### config.mk
export PLATFORM = sky130hd
export DESIGN_NAME = mem_port_unit_flat
export DESIGN_NICKNAME = d
export VERILOG_FILES = /design/src/rtl/rv32i_types.sv /design/src/rtl/mem_port_unit_if.sv /design/src/rtl/mem_align.sv /design/src/rtl/mem_port_unit.sv /design/src/flat_wrapper.sv
export SDC_FILE = /design/constraint.sdc
export NUM_CORES = 1
export LEC_CHECK = 0
export ABC_AREA = 1
export ABC_CLOCK_PERIOD_IN_PS = 3600
export CELL_PAD_IN_SITES_DETAIL_PLACEMENT = 1
export CELL_PAD_IN_SITES_GLOBAL_PLACEMENT = 2
export CORE_UTILIZATION = 26
export CTS_BUF_LIST = sky130_fd_sc_hd__clkbuf_8
export DETAILED_ROUTE_END_ITERATION = 8
export PLACE_DENSITY = 0.91
export SYNTH_ARGS = -nofsm -noshare
export SYNTH_HDL_FRONTEND = slang
export SYNTH_SLANG_ARGS = --single-unit
### constraint.sdc
create_clock -name clk -period 3.6 [get_ports clk]
set_input_delay 0.72 -clock clk [delete_from_list [all_inputs] [get_ports clk]]
set_output_delay 0.72 -clock clk [all_outputs]
set_load 0.1 [all_outputs]
### src/rtl/rv32i_types.sv
// Shared RV32I types: funct3 encodings, port FSM state,
// byte-lane mask constants and request legality helper.
package rv32i_types;

  typedef enum logic [2:0] {
    lb  = 3'b000,
    lh  = 3'b001,
    lw  = 3'b010,
    lbu = 3'b100,
    lhu = 3'b101
  } load_funct3_t;

  typedef enum logic [2:0] {
    sb = 3'b000,
    sh = 3'b001,
    sw = 3'b010
  } store_funct3_t;

  typedef enum logic [1:0] {
    IDLE = 2'd0,
    REQ  = 2'd1,
    DONE = 2'd2
  } mpu_state_t;

  typedef logic [3:0] rv32i_mem_wmask;

  localparam rv32i_mem_wmask MASK_B = 4'b0001;
  localparam rv32i_mem_wmask MASK_H = 4'b0011;
  localparam rv32i_mem_wmask MASK_W = 4'b1111;

  // Defined funct3 for the direction and naturally aligned.
  function automatic logic req_ok(
    input logic       is_wr,
    input logic [2:0] f3,
    input logic [1:0] off
  );
    logic defd;
    logic aligned;
    if (is_wr) defd = (f3 <= 3'b010);
    else defd = (f3 != 3'b011) && (f3[2:1] != 2'b11);
    aligned = 1'b1;
    unique case (1'b1)
      (f3[1:0] == 2'b01): aligned = !off[0];
      (f3[1:0] == 2'b10): aligned = (off == 2'b00);
      default: ;
    endcase
    return defd && aligned;
  endfunction

endpackage

### src/rtl/mem_port_unit_if.sv
// Physical memory bus between the port unit and
// memory: held strobes completed by pmem_resp.
interface mem_port_unit_if;
  logic        pmem_read;
  logic        pmem_write;
  logic [31:0] pmem_address;
  logic [31:0] pmem_wdata;
  logic [3:0]  pmem_byte_enable;
  logic [31:0] pmem_rdata;
  logic        pmem_resp;

  modport master (
    output pmem_read,
    output pmem_write,
    output pmem_address,
    output pmem_wdata,
    output pmem_byte_enable,
    input  pmem_rdata,
    input  pmem_resp
  );

  modport slave (
    input  pmem_read,
    input  pmem_write,
    input  pmem_address,
    input  pmem_wdata,
    input  pmem_byte_enable,
    output pmem_rdata,
    output pmem_resp
  );
endinterface

### src/rtl/mem_align.sv
// Byte-lane mask, store data shift and load
// lane extraction with sign/zero extension.
module mem_align
  import rv32i_types::*;
(
  input  logic [1:0]     wr_off,
  input  logic [1:0]     wr_size,
  input  logic [31:0]    wdata,
  input  logic [1:0]     rd_off,
  input  logic [2:0]     rd_funct3,
  input  logic [31:0]    rd_word,
  output rv32i_mem_wmask lane_mask,
  output logic [31:0]    wdata_sh,
  output logic [31:0]    rdata_ext
);

  logic [31:0] rd_sh;

  assign wdata_sh = wdata << {wr_off, 3'b000};
  assign rd_sh    = rd_word >> {rd_off, 3'b000};

  always_comb begin
    lane_mask = MASK_W;
    unique case (1'b1)
      (wr_size == 2'b00): lane_mask = MASK_B << wr_off;
      (wr_size == 2'b01): lane_mask = MASK_H << wr_off;
      default: ;
    endcase
  end

  always_comb begin
    rdata_ext = rd_sh;
    unique case (rd_funct3)
      lb:  rdata_ext = {{24{rd_sh[7]}}, rd_sh[7:0]};
      lh:  rdata_ext = {{16{rd_sh[15]}}, rd_sh[15:0]};
      lbu: rdata_ext = {24'd0, rd_sh[7:0]};
      lhu: rdata_ext = {16'd0, rd_sh[15:0]};
      default: ;
    endcase
  end

endmodule

### src/rtl/mem_port_unit.sv
// Load/store port: one word-aligned pmem access per
// core request, with misalignment and timeout errors.
module mem_port_unit
  import rv32i_types::*;
#(
  parameter int TIMEOUT_CYCLES = 64
) (
  input  logic        clk,
  input  logic        rst,
  input  logic        mem_read,
  input  logic        mem_write,
  input  logic [31:0] mem_address,
  input  logic [31:0] mem_wdata,
  input  logic [2:0]  mem_funct3,
  output logic [31:0] mem_rdata,
  output logic        mem_resp,
  output logic        mem_err,
  output logic [3:0]  rmask,
  output logic [3:0]  wmask,
  mem_port_unit_if.master pmem
);

  localparam int CW = $clog2(TIMEOUT_CYCLES);
  localparam logic [CW-1:0] LAST =
    CW'(TIMEOUT_CYCLES - 1);

  mpu_state_t     state;
  logic           is_wr_q;
  logic [1:0]     off_q;
  logic [2:0]     f3_q;
  rv32i_mem_wmask mask_q;
  logic [CW-1:0]  cnt_q;

  rv32i_mem_wmask lane_mask;
  logic [31:0]    wdata_sh;
  logic [31:0]    rdata_ext;
  logic           req;

  assign req = mem_read || mem_write;

  mem_align u_align (
    .wr_off    (mem_address[1:0]),
    .wr_size   (mem_funct3[1:0]),
    .wdata     (mem_wdata),
    .rd_off    (off_q),
    .rd_funct3 (f3_q),
    .rd_word   (pmem.pmem_rdata),
    .lane_mask (lane_mask),
    .wdata_sh  (wdata_sh),
    .rdata_ext (rdata_ext)
  );

  always_ff @(posedge clk) begin
    if (rst) begin
      state                 <= IDLE;
      is_wr_q               <= 1'b0;
      off_q                 <= 2'b00;
      f3_q                  <= 3'b000;
      mask_q                <= '0;
      cnt_q                 <= '0;
      mem_rdata             <= '0;
      mem_resp              <= 1'b0;
      mem_err               <= 1'b0;
      rmask                 <= '0;
      wmask                 <= '0;
      pmem.pmem_read        <= 1'b0;
      pmem.pmem_write       <= 1'b0;
      pmem.pmem_address     <= '0;
      pmem.pmem_wdata       <= '0;
      pmem.pmem_byte_enable <= '0;
    end else begin
      unique case (state)
        IDLE: begin
          if (req) begin
            is_wr_q <= mem_write;
            off_q   <= mem_address[1:0];
            f3_q    <= mem_funct3;
            mask_q  <= lane_mask;
            if (req_ok(mem_write, mem_funct3,
                       mem_address[1:0])) begin
              state             <= REQ;
              cnt_q             <= '0;
              pmem.pmem_read    <= !mem_write;
              pmem.pmem_write   <= mem_write;
              pmem.pmem_address <=
                {mem_address[31:2], 2'b00};
              pmem.pmem_wdata   <= wdata_sh;
              pmem.pmem_byte_enable <=
                mem_write ? lane_mask : MASK_W;
            end else begin
              state    <= DONE;
              mem_resp <= 1'b1;
              mem_err  <= 1'b1;
            end
          end
        end
        REQ: begin
          if (pmem.pmem_resp) begin
            state           <= DONE;
            mem_resp        <= 1'b1;
            pmem.pmem_read  <= 1'b0;
            pmem.pmem_write <= 1'b0;
            if (is_wr_q) begin
              wmask <= mask_q;
            end else begin
              rmask     <= mask_q;
              mem_rdata <= rdata_ext;
            end
          end else if (cnt_q == LAST) begin
            state           <= DONE;
            mem_resp        <= 1'b1;
            mem_err         <= 1'b1;
            pmem.pmem_read  <= 1'b0;
            pmem.pmem_write <= 1'b0;
          end else begin
            cnt_q <= cnt_q + 1'b1;
          end
        end
        DONE: begin
          state     <= IDLE;
          mem_resp  <= 1'b0;
          mem_err   <= 1'b0;
          mem_rdata <= '0;
          rmask     <= '0;
          wmask     <= '0;
        end
        default: state <= IDLE;
      endcase
    end
  end

endmodule

### src/flat_wrapper.sv
// flat-port wrapper written by rule: the top's interface ports become plain ports
module mem_port_unit_flat import rv32i_types::*;
#(
  parameter int TIMEOUT_CYCLES = 64
)
  (clk, rst, mem_read, mem_write, mem_address, mem_wdata, mem_funct3, mem_rdata, mem_resp, mem_err, rmask, wmask, pmem_pmem_read, pmem_pmem_write, pmem_pmem_address, pmem_pmem_wdata, pmem_pmem_byte_enable, pmem_pmem_rdata, pmem_pmem_resp);
  mem_port_unit_if pmem_i ();
  input  logic clk;
  input  logic rst;
  input  logic mem_read;
  input  logic mem_write;
  input  logic [31:0] mem_address;
  input  logic [31:0] mem_wdata;
  input  logic [2:0] mem_funct3;
  output logic [31:0] mem_rdata;
  output logic mem_resp;
  output logic mem_err;
  output logic [3:0] rmask;
  output logic [3:0] wmask;
  output wire logic [$bits(pmem_i.pmem_read)-1:0] pmem_pmem_read;
  output wire logic [$bits(pmem_i.pmem_write)-1:0] pmem_pmem_write;
  output wire logic [$bits(pmem_i.pmem_address)-1:0] pmem_pmem_address;
  output wire logic [$bits(pmem_i.pmem_wdata)-1:0] pmem_pmem_wdata;
  output wire logic [$bits(pmem_i.pmem_byte_enable)-1:0] pmem_pmem_byte_enable;
  input wire logic [$bits(pmem_i.pmem_rdata)-1:0] pmem_pmem_rdata;
  input wire logic [$bits(pmem_i.pmem_resp)-1:0] pmem_pmem_resp;
  assign pmem_pmem_read = pmem_i.pmem_read;
  assign pmem_pmem_write = pmem_i.pmem_write;
  assign pmem_pmem_address = pmem_i.pmem_address;
  assign pmem_pmem_wdata = pmem_i.pmem_wdata;
  assign pmem_pmem_byte_enable = pmem_i.pmem_byte_enable;
  assign pmem_i.pmem_rdata = pmem_pmem_rdata;
  assign pmem_i.pmem_resp = pmem_pmem_resp;
  mem_port_unit #(.TIMEOUT_CYCLES(TIMEOUT_CYCLES)) u_core (.clk(clk), .rst(rst), .mem_read(mem_read), .mem_write(mem_write), .mem_address(mem_address), .mem_wdata(mem_wdata), .mem_funct3(mem_funct3), .mem_rdata(mem_rdata), .mem_resp(mem_resp), .mem_err(mem_err), .rmask(rmask), .wmask(wmask), .pmem(pmem_i));
endmodule
### After elaboration in Yosys (flattened, before gate mapping)

Index checks and enable logic that the tools add are counted.

* register bits: 128
* latch bits: 0
* RAM bits: 0
* memory bits (read-only): 0
* input port bits: 104
* output and inout port bits: 112
* word-level logic and storage cells: 108
* memories: 0

* add/sub/neg operators: 1
* multiply operators: 0
* divide/modulo/power cells: 0
* magnitude comparators: 1
* eq/ne operators: 20
* shift operators: 4
* multiplexer cells: 45
* bitwise logic cells: 0
* reduce and logical (&&, ||, !) cells: 21

Operators with widths (count)
* $pmux 32 s4: 1
* $mux 32: 2
* $pmux 32 s2: 1
* $shl 32x5->32: 1
* $shr 32x5->32: 1
* $mux 6: 4
* $pmux 4 s2: 3
* $mux 4: 5
* $mux 1: 18
* $ne 2x2->1 const B: 6
* $pmux 6 s2: 1
* $reduce_and 5->1: 2
* $reduce_and 3->1: 3
* $mux 2: 4
* $ne 2x1->1 const B: 4
* $reduce_and 4->1: 2
* $add 6x1->6 const B: 1
* $eq 3x3->1 const B: 2
* $eq 6x6->1 const B: 1
* $logic_not 2->1: 3
* $ne 3x2->1 const B: 2
* $pmux 1 s2: 3
* $pmux 1 s3: 2
* $eq 2x1->1 const B: 2
* 13 further kinds: 18

### Depth between registers and ports, before layout

* depth in word-level cells: 10
* mapped depth: 12
* gate-level depth less buffers: 12

### Modules after synthesis

From an unflattened synthesis, not the netlist that was laid out.

* cell total of the unflattened synthesis: 913
* area, all modules: 6224.7 sq um

Modules (own cells, without submodules)
* mem_port_unit: times used 1, cells each 640, area each 4829.6 sq um, sequential area each 2562.5 sq um
* mem_align: times used 1, cells each 273, area each 1395.1 sq um, sequential area each 0.0 sq um

### Worst setup path after synthesis

OpenSTA, ideal clock, no wires.

* path kind: input to register
* start: input mem_funct3[0]
* end: register u_core.pmem.pmem_address[15]
* library setup time: 0.132 ns
* arrival: 1.750 ns
* required time: 3.468 ns
* setup slack: 1.718 ns
* stages on the path: 8
* path buffers: 2
* cells stage by stage: inv_1 > ha_1 > nand3_1 > nand3_4 > buf_4 > buf_4 > nand2_1 > a21oi_1

* cells in the longest elaborated chain, start to end: 8
* elaborated cells on any way between the ends: 15
* classes of those cells: 1 x order compare; 3 x eq/ne; 8 x mux; 3 x reduce/logical

Ends and longest elaborated chain
* start: declaration: RTL line flat_wrapper.sv:14 `input logic [2:0] mem_funct3;`
* parallel branches: the longest is 6 deep, another holds $le 3x2->1
* $logic_and 1x1->1 *: RTL line rv32i_types.sv:47 `return defd && aligned;`
* $reduce_and 3->1 (no line) *
* end signal: assignment: RTL line mem_port_unit.sv:85 `pmem.pmem_address <=`
* end: declaration: RTL line mem_port_unit_if.sv:15 `output pmem_address,`

Mark *: on every way between the ends. The select of a mux whose other input is x is not followed.
A chain may end at the register's enable or synchronous reset.

### Final worst setup path

* start: register u_core.pmem.pmem_wdata[9]
* end: output pmem_pmem_wdata[9]

RTL lines
* start: declaration: RTL line mem_port_unit_if.sv:16 `output pmem_wdata,`
* start signal: assignment: RTL line mem_port_unit.sv:87 `pmem.pmem_wdata <= wdata_sh;`
* end: declaration: RTL line flat_wrapper.sv:23 `output wire logic [$bits(pmem_i.pmem_wdata)-1:0] pmem_pmem_wdata;`

No word-level cell between the ends.

==> summary.md <==
| Metric | Value |
|---|---|
| Fmax | 371 MHz |
| Compound-cell area share of the yosys netlist | 0.189 |
| DR vias | 6449 |
| Gate power share | 0.299 |
| Slew headroom | 0.303 |
| # setup viols final | 0 |
| Slowest Stage Delay on Critical Path | 1.15 ns |
| Longest Clk Path Bufs | 2 |
| Layout cells sized above 1 | 0.0729 |
| Fin. max-slew vios | 0 |
| Int Pwr | 2690 uW |
| Slew @ Worst Pin | 1.04 ns |
| Reg power frac | 0.363 |
| CTS Buf Count | 17 |
| Starting Density | 0.265 |
| Critical path, cell by cell | clkdlybuf4s50_1 |
| Dpl ws | 0.405 ns |
| Mean number of vias per cell | 4.71 |
| Tot Pwr | 4300 uW |
| Area Growth Syn to Fin | 45.2% |
| Ys Warns | 0 |
| Cell area after layout | 0.00874 mm^2 |
| Synth unique cells | 29 |
| P_sw | 1600 uW |
| Crit. End Element | output port |
| Worst Path Buf+Inv | 1 |
| WL per Instance | 15.9 um |
| Clk pwr share | 0.338 |
| RSZ-0062 raised after global routing | false |
| Die height | 154 um |
| Clk root buf | clkbuf_8 |
| Arr. time, crit path | roughly 2.0 ns |
| CP Max Fanout | 2 |
| Clock sinks | 128 |
| Post-Synth XOR/XNOR Area | 0.00291 |
| Placed Cells | 1337 |
| Class of the worst hold path | flop to flop |
| Die width | roughly 150 um |
| Post-synthesis mux area share | 0 |
| Initial antenna violation count | 0 |
| Final hold viol count | 0 |
| Worst path top cell family by delay | buffers and inverters |
| Number of remaining DRC errors | 0 |
| Clk_lat worst skew | 0.45 ns |
| Number of global-route vias before repair | around 6500 |
| Placed Area | 0.00828 mm^2 |
| Layout Skew | roughly 0.013 ns |
| Hold EP | u_core.mem_err |
| Post-cts resize count | 0 |
| PD cells | roughly 490 mW/mm^2 |
| Area contributors post-synth | dfxtp_1 (43%), nand2_1 (18%), a21oi_1 (11%) |
| HPWL after DPL | approximately 16000 um |
| Buffers on Ports | about 210 |
| Worst r2r path cells | 9 |
| Antenna cells | 0 |
| Total GRT Usage | 0.188 |
| Post-CTS Hold Buffers | 0 |
| Detailed Routing Iterations Pass 1 | 4 |
| Flop2flop setup slack | 1.33 ns |
| Grt total ovfl | 0 |
| Hold depth | 2 |
| Yosys reg bits | between 100 and 150 |
| RD Place Congestion | 0.787 |
| Sw frac | 0.373 |
| Synth Area in Simple Gates | 0.291 |
| CP required | 2.88 ns |
| Outcome | finished clean |
| Synth Instances | 889 |
| Post-Synthesis Cell Area | 0.00602 mm^2 |
| Multi-input gate area | 0.00298 mm^2 |
| Largest net degree at the start of global routing | 61 |
| Core box area | 0.0227 mm^2 |
| DRT Wirelength | 21800 um |
| Adder-Cell Fraction of Synth Area | 0.0104 |
| Yosys top cell area share | 0.426 |
| Setup TNS | 0 ns |
| Critical path launch point | u_core.pmem.pmem_wdata[9] |
| Critical path type | flop to output port |
| Post-layout min period | 2.69 ns |
| Crit path max-delay cell type | clkdlybuf4s50_1 |
| FF/Latch Area | between 0.002 and 0.003 mm^2 |
| Leading area contributor after synthesis | dfxtp_1 |
| Max-cap violations | 0 |
| Pleak | 0.00331 uW |
| Antenna viol nets, final | 0 |
| Sequential-to-total area share from yosys stat | 0.426 |
| Fin nets | 1180 |
| Postcts setup bufs | 0 |
| Maximum VDD drop | 0.176 mV |
| Row count | 55 |
| Final Cycle Share | 0.749 |
| DRT iter0 DRCs | 291 |
| Final Instance Count excl. Fillers | 1369 |
| Filler instances | around 2900 |
| Worst path depth | 1 |
| RR Endpoint | u_core.cnt_q[1] |
| H-tree levels | 4 |
| Worst Hold Launch | u_core.mem_err |
| First-pass GRT wire length | 35000 um |
| Largest family of logic cells by synthesized area | simple AND/OR/NAND/NOR gates |
| CTS tree | done |
| FF-to-FF Start | u_core.state[1] |
| Setup WS post-layout | a little over 0.9 ns |
| Syn Area/Cell | 6.77 um^2 |
| Nature of the critical path startpoint | flop |
| Num ports | 216 |
| DIE AREA | between 0.02 and 0.025 mm^2 |
| Clock transition at path regs | approximately 0.08 ns |
==> cell type report <==
type | instances | share of cell area
multi-input combinational | 651 | 0.341
clock buffer | 21 | 0.0331
timing repair buffer | 224 | 0.251
tap | 285 | 0.0408
clock inverter | 11 | 0.0202
sequential | 128 | 0.293
inverter | 49 | 0.0210
==> cells in the mapped netlist <==
| cell | number |
|---|---|
| nand2_1 | 285 |
| a21oi_1 | 133 |
| dfxtp_1 | 128 |
| o21ai_0 | 65 |
| nand3_1 | 63 |
| nor2_1 | 49 |
| inv_1 | 43 |
| clkbuf_1 | 34 |
| o21ai_1 | 16 |
| buf_2 | 15 |
| buf_4 | 13 |
| or2_2 | 8 |
| o211ai_1 | 7 |
| inv_2 | 6 |
| ha_1 | 5 |
| nor2_4 | 3 |
| nand2_2 | 2 |
| nand3_2 | 2 |
| nand4_1 | 2 |
| a21o_1 | 1 |
| a31oi_1 | 1 |
| conb_1 | 1 |
| nand3_4 | 1 |
| nor2_2 | 1 |
| nor2_8 | 1 |
| nor3_1 | 1 |
| nor3b_1 | 1 |
| xnor2_1 | 1 |
| xor2_1 | 1 |
==> flip-flops by register name, indices dropped and copies added, names as in the netlist <==
name,cells
u_core.rmask,4
u_core.off_q,2
u_core.state,2
u_core.mask_q,4
u_core.pmem.pmem_write,1
u_core.pmem.pmem_read,1
u_core.pmem.pmem_byte_enable,4
u_core.cnt_q,6
u_core.f3_q,3
u_core.is_wr_q,1
u_core.wmask,4
u_core.pmem.pmem_address,30
u_core.pmem.pmem_wdata,32
u_core.mem_resp,1
u_core.mem_rdata,32
u_core.mem_err,1
==> stage by stage <==
stage                     hold WS, ns   util
final                           0.451  0.385
after global routing            0.484  0.385
after CTS                       0.458  0.385
after detailed placement        0.447  0.365
after global placement          0.437  0.365
after floorplan                 0.430      -
==> cell usage in the layout, fill, tap and decap left out, types with 5 or more instances in the layout <==
| cell | instances |
|---|---|
| a21oi_1 | 133 |
| buf_4 | 22 |
| clkbuf_8 | 21 |
| clkdlybuf4s50_1 | 201 |
| dfxtp_1 | 128 |
| ha_1 | 5 |
| inv_1 | 43 |
| inv_2 | 6 |
| nand2_1 | 285 |
| nand3_1 | 63 |
| nor2_1 | 49 |
| o211ai_1 | 7 |
| o21ai_0 | 65 |
| o21ai_1 | 16 |
| or2_2 | 8 |
==> power groups by stage <==
| stage | clock [uW] | sequential (uW) | combinational [uW] |
|---|---|---|---|
| floorplan | 0 | 2030 | 461 |
| global placement | 0 | 1590 | 1280 |
| detailed placement | 0 | 1590 | 1290 |
| CTS | 1500 | 1560 | 1300 |
| global route | 1570 | 1570 | 1380 |
| finish | 1450 | 1560 | 1280 |
==> kinds of logic (layout without fill, tap and decap cells) <==
family          count (synthesis)  in the layout
xor+xnor                        2              2
simple gates                  419            419
fa+ha+maj                       5              5
buf+inv                       111            305
compound gates                223            223
other cells                     1              2
flops                         128            128
==> worst max-delay path by stage <==
| stage | endpoint | slack (ns) |
|---|---|---|
| 2_1_floorplan | u_core.pmem.pmem_address[15] | 1.72 |
| 3_3_place_gp | u_core.cnt_q[2] | 0.52 |
| 3_5_place_dp | u_core.cnt_q[1] | 0.40 |
| 4_1_cts | pmem_pmem_wdata[9] | 0.86 |
| 5_1_grt | u_core.cnt_q[1] | 0.61 |
| 6_report | pmem_pmem_wdata[9] | 0.91 |
==> routing by layer <==
metal | up-vias | global-route usage | share of wire | wire (um)
met2 | 145 | 0.327 | 0.49 | 10700
met5 | - | 0 | 0 | 0
met1 | 3031 | 0.224 | 0.44 | 9540
met3 | 20 | 0.0518 | 0.057 | 1240
met4 | 0 | 0.0557 | 0.016 | 351
li1 | 3253 | - | - | -
==> worst reg2reg max path, cell delays in order (launching register included) <==
cell and delay [ns]:
dfxtp_1 0.47, nor2_4 0.09, nand2_1 0.30, inv_2 0.16, nand3_4 0.12, buf_4 0.52, nand2_2 0.21, inv_1 0.15
nand2_1 0.06, a21oi_1 0.12
Power figures use the tool's default switching activity.
